<file path="config.mk">
export PLATFORM = sky130hd
export DESIGN_NAME = local_mean_threshold
export DESIGN_NICKNAME = d
export VERILOG_FILES = /design/src/rtl/local_mean_threshold.sv
export SDC_FILE = /design/constraint.sdc
export NUM_CORES = 1
export LEC_CHECK = 0
export CAP_MARGIN = 20
export CORE_MARGIN = 2
export CORE_UTILIZATION = 57
export CTS_CLUSTER_SIZE = 24
export DETAILED_ROUTE_END_ITERATION = 10
export PLACE_DENSITY = 0.81
export SYNTH_ARGS = -nofsm -noshare
export SYNTH_HDL_FRONTEND = slang
export SYNTH_SLANG_ARGS = --single-unit
</file>
<file path="constraint.sdc">
create_clock -name clock -period 4.5 [get_ports clock]
set_clock_uncertainty 0.15 [all_clocks]
set_input_delay 0.45 -clock clock [delete_from_list [all_inputs] [get_ports clock]]
set_output_delay 0.45 -clock clock [all_outputs]
set_load 0.1 [all_outputs]
</file>
<file path="src/rtl/local_mean_threshold.sv">
// local_mean_threshold
// Fills the threshold memory for the binarisation pass: for every pixel the
// mean of a K x K window (K = 2**WIN_BITS, border replicated) is written as
// that pixel's 8-bit threshold. Runs while global_state == 1 and raises the
// sticky finished flag after the last pixel has been written.
// Optional feature macro: MEAN_ROUND_EN (round half up instead of truncating).
module local_mean_threshold #(
  parameter int WIDTH_BITS  = 8,
  parameter int HEIGHT_BITS = 8,
  parameter int WIDTH       = 2**WIDTH_BITS,
  parameter int HEIGHT      = 2**HEIGHT_BITS,
  parameter int WIN_BITS    = 2
) (
  input  logic                   clock,
  input  logic                   not_reset,
  output logic [WIDTH_BITS-1:0]  oImageCol,
  output logic [HEIGHT_BITS-1:0] oImageRow,
  input  logic [7:0]             iImageData,
  output logic [WIDTH_BITS-1:0]  oThresholdCol,
  output logic [HEIGHT_BITS-1:0] oThresholdRow,
  output logic [7:0]             oThresholdData,
  output logic                   oThresholdWren,
  input  logic [2:0]             global_state,
  output logic                   finished
);

  localparam int K      = 2**WIN_BITS;
  localparam int N      = K * K;
  localparam int HALF   = K / 2;
  localparam int SHIFT  = 2 * WIN_BITS;
  localparam int ACC_W  = 8 + SHIFT;
  localparam int SAMP_W = SHIFT;
  // Two extra bits keep both the negative and the past-the-edge coordinates
  // representable before clamping.
  localparam int CW     = WIDTH_BITS + 2;
  localparam int RW     = HEIGHT_BITS + 2;

  typedef enum logic [1:0] {IDLE, ADDR, LAST, DONE} state_t;

  state_t                  state_reg, state_next;
  logic [WIDTH_BITS-1:0]   col_reg, col_next;
  logic [HEIGHT_BITS-1:0]  row_reg, row_next;
  logic [SAMP_W-1:0]       samp_reg, samp_next;
  logic [ACC_W-1:0]        acc_reg, acc_next;
  logic [WIDTH_BITS-1:0]   img_col_reg, img_col_next;
  logic [HEIGHT_BITS-1:0]  img_row_reg, img_row_next;
  logic [WIDTH_BITS-1:0]   thr_col_reg, thr_col_next;
  logic [HEIGHT_BITS-1:0]  thr_row_reg, thr_row_next;
  logic [7:0]              thr_data_reg, thr_data_next;
  logic                    wren_reg, wren_next;
  logic                    finished_reg, finished_next;

  logic                    run_ok;
  logic                    last_pix;
  logic                    last_samp;
  logic [ACC_W-1:0]        sum_full;
  logic [ACC_W-1:0]        sum_final;

  // Address source for the sample to be read in the following cycle
  logic                    load_addr;
  logic [WIDTH_BITS-1:0]   addr_col_src;
  logic [HEIGHT_BITS-1:0]  addr_row_src;
  logic [SAMP_W-1:0]       addr_samp_src;

  // Replicate-border clamp of pixel column plus window offset.
  function automatic logic [WIDTH_BITS-1:0] clamp_col(
    input logic [WIDTH_BITS-1:0] base,
    input logic [WIN_BITS-1:0]   off
  );
    logic signed [CW-1:0] c;
    c = $signed({2'b00, base}) + $signed(CW'(off)) - $signed(CW'(HALF));
    if (c < 0)
      clamp_col = '0;
    else if (c > $signed(CW'(WIDTH - 1)))
      clamp_col = WIDTH_BITS'(WIDTH - 1);
    else
      clamp_col = c[WIDTH_BITS-1:0];
  endfunction

  // Replicate-border clamp of pixel row plus window offset.
  function automatic logic [HEIGHT_BITS-1:0] clamp_row(
    input logic [HEIGHT_BITS-1:0] base,
    input logic [WIN_BITS-1:0]    off
  );
    logic signed [RW-1:0] r;
    r = $signed({2'b00, base}) + $signed(RW'(off)) - $signed(RW'(HALF));
    if (r < 0)
      clamp_row = '0;
    else if (r > $signed(RW'(HEIGHT - 1)))
      clamp_row = HEIGHT_BITS'(HEIGHT - 1);
    else
      clamp_row = r[HEIGHT_BITS-1:0];
  endfunction

  assign run_ok    = (global_state == 3'd1);
  assign last_pix  = (col_reg == WIDTH_BITS'(WIDTH - 1)) && (row_reg == HEIGHT_BITS'(HEIGHT - 1));
  assign last_samp = (samp_reg == SAMP_W'(N - 1));
  assign sum_full  = acc_reg + ACC_W'(iImageData);
`ifdef MEAN_ROUND_EN
  assign sum_final = sum_full + ACC_W'(N / 2);
`else
  assign sum_final = sum_full;
`endif

  // State register
  always_ff @(posedge clock or negedge not_reset) begin
    if (!not_reset)
      state_reg <= IDLE;
    else
      state_reg <= state_next;
  end

  // Next-state logic: scan window samples, then a write cycle per pixel
  always_comb begin
    state_next = state_reg;
    case (state_reg)
      IDLE: if (run_ok && !finished_reg) state_next = ADDR;
      ADDR: begin
        if (!run_ok)        state_next = IDLE;
        else if (last_samp) state_next = LAST;
      end
      LAST: begin
        if (!run_ok)       state_next = IDLE;
        else if (last_pix) state_next = DONE;
        else               state_next = ADDR;
      end
      default: state_next = DONE;
    endcase
  end

  // Output and datapath next values: accumulate, write threshold, advance pixel
  always_comb begin
    col_next      = col_reg;
    row_next      = row_reg;
    samp_next     = samp_reg;
    acc_next      = acc_reg;
    thr_col_next  = thr_col_reg;
    thr_row_next  = thr_row_reg;
    thr_data_next = thr_data_reg;
    wren_next     = 1'b0;
    finished_next = finished_reg;
    load_addr     = 1'b0;
    addr_col_src  = col_reg;
    addr_row_src  = row_reg;
    addr_samp_src = '0;
    case (state_reg)
      IDLE: begin
        if (run_ok && !finished_reg) begin
          samp_next = '0;
          load_addr = 1'b1;
        end
      end
      ADDR: begin
        if (!run_ok) begin
          col_next  = '0;
          row_next  = '0;
          samp_next = '0;
          acc_next  = '0;
        end else begin
          // Data arriving now belongs to the previous sample address
          if (samp_reg != '0) acc_next = sum_full;
          if (!last_samp) begin
            samp_next     = samp_reg + 1'b1;
            load_addr     = 1'b1;
            addr_samp_src = samp_reg + 1'b1;
          end
        end
      end
      LAST: begin
        if (!run_ok) begin
          col_next  = '0;
          row_next  = '0;
          samp_next = '0;
          acc_next  = '0;
        end else begin
          thr_data_next = 8'(sum_final >> SHIFT);
          thr_col_next  = col_reg;
          thr_row_next  = row_reg;
          wren_next     = 1'b1;
          acc_next      = '0;
          samp_next     = '0;
          if (last_pix) begin
            finished_next = 1'b1;
          end else begin
            load_addr = 1'b1;
            if (col_reg == WIDTH_BITS'(WIDTH - 1)) begin
              col_next     = '0;
              row_next     = row_reg + 1'b1;
              addr_col_src = '0;
              addr_row_src = row_reg + 1'b1;
            end else begin
              col_next     = col_reg + 1'b1;
              addr_col_src = col_reg + 1'b1;
            end
          end
        end
      end
      default: ;
    endcase
    img_col_next = load_addr ? clamp_col(addr_col_src, addr_samp_src[WIN_BITS-1:0]) : img_col_reg;
    img_row_next = load_addr ? clamp_row(addr_row_src, addr_samp_src[SAMP_W-1:WIN_BITS]) : img_row_reg;
  end

  // Datapath and output registers
  always_ff @(posedge clock or negedge not_reset) begin
    if (!not_reset) begin
      col_reg      <= '0;
      row_reg      <= '0;
      samp_reg     <= '0;
      acc_reg      <= '0;
      img_col_reg  <= '0;
      img_row_reg  <= '0;
      thr_col_reg  <= '0;
      thr_row_reg  <= '0;
      thr_data_reg <= '0;
      wren_reg     <= 1'b0;
      finished_reg <= 1'b0;
    end else begin
      col_reg      <= col_next;
      row_reg      <= row_next;
      samp_reg     <= samp_next;
      acc_reg      <= acc_next;
      img_col_reg  <= img_col_next;
      img_row_reg  <= img_row_next;
      thr_col_reg  <= thr_col_next;
      thr_row_reg  <= thr_row_next;
      thr_data_reg <= thr_data_next;
      wren_reg     <= wren_next;
      finished_reg <= finished_next;
    end
  end

  assign oImageCol      = img_col_reg;
  assign oImageRow      = img_row_reg;
  assign oThresholdCol  = thr_col_reg;
  assign oThresholdRow  = thr_row_reg;
  assign oThresholdData = thr_data_reg;
  assign oThresholdWren = wren_reg;
  assign finished       = finished_reg;

endmodule

</file>
==> impl_metrics.yaml, run 1 <==
run_status:
  status: "finished clean"
power:
  power_switching_share_pct: 43.0
  combinationalPowerShare_pct: 40.6
  p_clk_share_pct: 26.5
  power_leakage_nw: 2.56
  power_switching_w: 0.00105
  power_report.internal_total_w: 0.00139
  pwr_density_cell_nw_per_um2: 417
  seq_power_share_pct: 32.9
  power.ir.vdd_worst_mv: 0.263
routing:
  routed_wirelength_mm: 11.4
  avg_vias_per_cell: 5.94
  dr.pass1.iters: 5
  residual_antenna_violating_net_count_after_detailed_routing: 0
  drt_drc_violations_left: 0
  drtIter0Drc: 347
  num_vias: 4280
  routed_wire_length_per_instance_um: 15.9
critical_path:
  reg2reg_from: "col_reg[1]"
  worst_setup_path_start_kind: "flip-flop"
  crit_path_cell_trace: "ha_1, and4_4, nand2_1, nand2_1, a32oi_1, ha_1, inv_1, ha_1, inv_1, fa_1, nand2b_1, a21boi_1, o311ai_1, a221o_2, a2bb2oi_1, o21ai_0"
  critPathKind: "reg -> reg"
  timing.rr.end: "oImageCol[2]"
  worstRegToRegCells: 16
  critical_path.most_common_cell: "ha_1"
  worst-r2r-setup-slack_ps: 300
  critPathBufInv: 2
  critical_path_peak_fanout: 9
  cp_top_family: "compound AO/OA/AOI/OAI gates"
  worst_path_cell_with_the_longest_stage_delay: "a221o_2"
  cp.required_ps: 4630
  cp_startpoint: "col_reg[1]"
  critPathCaptureType: "flip-flop"
  slowest_delay_ps: 460
  critPathArrivalTime_ps: 4330
final_layout:
  area_delta_synth_final_pct: 18.0
  largest_reg_flops: 12
  fraction_of_layout_cells_with_a_size_suffix_above_1_pct: 8.33
  fillerInstances: 693
  layout.core_utilization_pct: 68.2
  antenna_cells_inserted: 0
  area.sequential_um2: 1900
  multi_input_comb_area_um2: 2860
  finish.net_count: 661
synth:
  synth.top_cells.by_count: "nand2_1 (106), dfrtp_1 (76), o21ai_0 (40)"
  synth_most_common_cell: "nand2_1"
  cells_after_synth: 550
  synth_enable_flop_cells: 0
  area_leader_netlist: "dfrtp_1"
  synth_top_cells_by_area: "dfrtp_1 (38%), ha_1 (9.6%), nand2_1 (8.0%), o21ai_0 (4.0%), xnor2_1 (3.9%)"
  synth_nets: 604
  synth_warnings: 0
  synth_top_area_share_pct: 38.3
  synth_top_flop_cell: "dfrtp_1"
  synth.ff_latch_count: 76
  synth_area_per_cell_um2: 9.03
  synth-async-reset-ratio_pct: 100
  mappedNetlistArea_um2: 4970
  synth.distinct_cells: 65
  sequential_element_share_of_the_synthesized_area_pct: 38.3
die:
  die_area_um2: 9480
  die-height_um: 97.4
  design.portCount: 55
  floorplan.rows: 34
  core-area_um2: 8590
  starting_density_of_the_core_pct: 57.8
  die_width_um: 97.4
cts:
  cts_root_buffer: "clkbuf_8"
  cts_tree: "built"
  holdBufCountCts: 0
  clock_latency_ps: 360
  cts_sinks: 76
  clk_pin_slew_ps: 80
  numCtsBuffers: 9
  cts_max_level: 3
  clock_tree.buffer_depth: 2
timing:
  finalWorstSetupSlack_ps: 298
  grt_setup_unrepaired: "false"
  max_freq_ghz: 0.238
  fin_crit_ps: 4200
  worstMarginPinSlew_ps: 979
  timing.max_slew.rel_slack_pct: 34.5
  finalSetupViolations: 0
  hold_viol: 0
  report.final.slew_viol_count: 0
  final.setup.tns_ps: 0
  final.period_utilization_pct: 93.4
place:
  finalWeightedCongestion: 0.888
  place_hpwl_mm: 8.37
  dp_worst_setup_slack_ps: 93.8
  port_buffers: 54
grt:
  global_route.usage.total_pct: 25.4
  antenna_found_initial: 0
  sum_of_overflow_across_all_layers_after_global_routing: 0
  grt_start_max_net_pins: 45
  grt_pass1_vias: 4210
  global_route_wire_length_before_repair_mm: 20.0
flow_run:
  cap_viol_max_count: 0
min_path:
  hold_class: "in -> async"
[layout by cell type, fill, tap and decap left out, types with 15 or more instances in the layout]
master and n:
clkdlybuf4s50_1 53, dfrtp_1 76, ha_1 38, o21ai_0 40, o21ai_1 16, a21oi_1 34, nor2_1 25, nand3_1 15
xnor2_1 22, inv_1 23, nand2_1 106
[worst max-delay path by stage]
stage                         endpoint  slack, ps  cells after the start
final                     oImageCol[2]        300                     16
after global routing      oImageCol[2]         50                     16
after CTS                 oImageCol[2]        190                     16
after detailed placement  oImageRow[5]         90                     16
after global placement    oImageRow[0]        260                     16
after floorplan           oImageRow[0]        370                     19
[layer usage]
layer  up-vias  GRT usage (%)  share of wire (%)
met5         -              0                  0
met4         0           8.44                2.2
met3        25           3.67                5.1
met2       136           40.0                 46
met1      2036           36.4                 47
li1       2083              -                  -
[worst register-to-register path, stage by stage, from the launching register on]
cell and delay (ps):
dfrtp_1 450, ha_1 370, and4_4 370, nand2_1 210
nand2_1 120, a32oi_1 80, ha_1 310, inv_1 60
ha_1 160, inv_1 60, fa_1 380, nand2b_1 200
a21boi_1 300, o311ai_1 210, a221o_2 460, a2bb2oi_1 160
o21ai_0 90
[area by class of cell]
type	count	area share, %
Clock buffer	11	2.41
Timing Repair Buffer	66	10.7
Inverter	23	1.47
Clock inverter	5	1.84
Multi-Input combinational cell	431	48.8
Tap cell	108	2.31
Sequential cell	76	32.5
[kinds of logic after synthesis]
logic type	synth area share (%)
AOI/OAI and AO/OA	22.8
and+or+nand+nor	17.8
muxes	0.882
buffers and inverters	4.31
adders and majority gates	10.8
xor gates and xnor gates	5.11
DFF	38.3
[power groups by stage]
| stage | clock network, W | registers (W) | logic [W] |
|---|---|---|---|
| after detailed placement | 0 | 0.000817 | 0.000988 |
| final | 0.000648 | 0.000804 | 0.000993 |
| after global placement | 0 | 0.000813 | 0.000978 |
| after CTS | 0.000652 | 0.000804 | 0.000992 |
| after floorplan | 0 | 0.00120 | 0.000354 |
| after global routing | 0.000685 | 0.000812 | 0.00106 |
[stage by stage]
step                power, W  cells  hold slack, ps  instance area [um^2]
floorplan            0.00155    550            4.41                  4970
global placement     0.00179    704             307                  5600
detailed placement   0.00180    704             312                  5600
CTS                  0.00245    720             104                  5850
global route         0.00256    720             163                  5860
finish               0.00244    720            84.6                  5860
[repair_timing]
item	CTS	global route
setup endpoints to repair	0	14
buffers inserted	0	0
gates resized for setup	0	3
(Power assumes the default switching activity.)
==> inputs of run 2 (changes only) <==
GPL_ROUTABILITY_DRIVEN = 0   (was default)
==> results of run 2 <==
The final DEF is identical to that of run 1; final timing and power are the same.
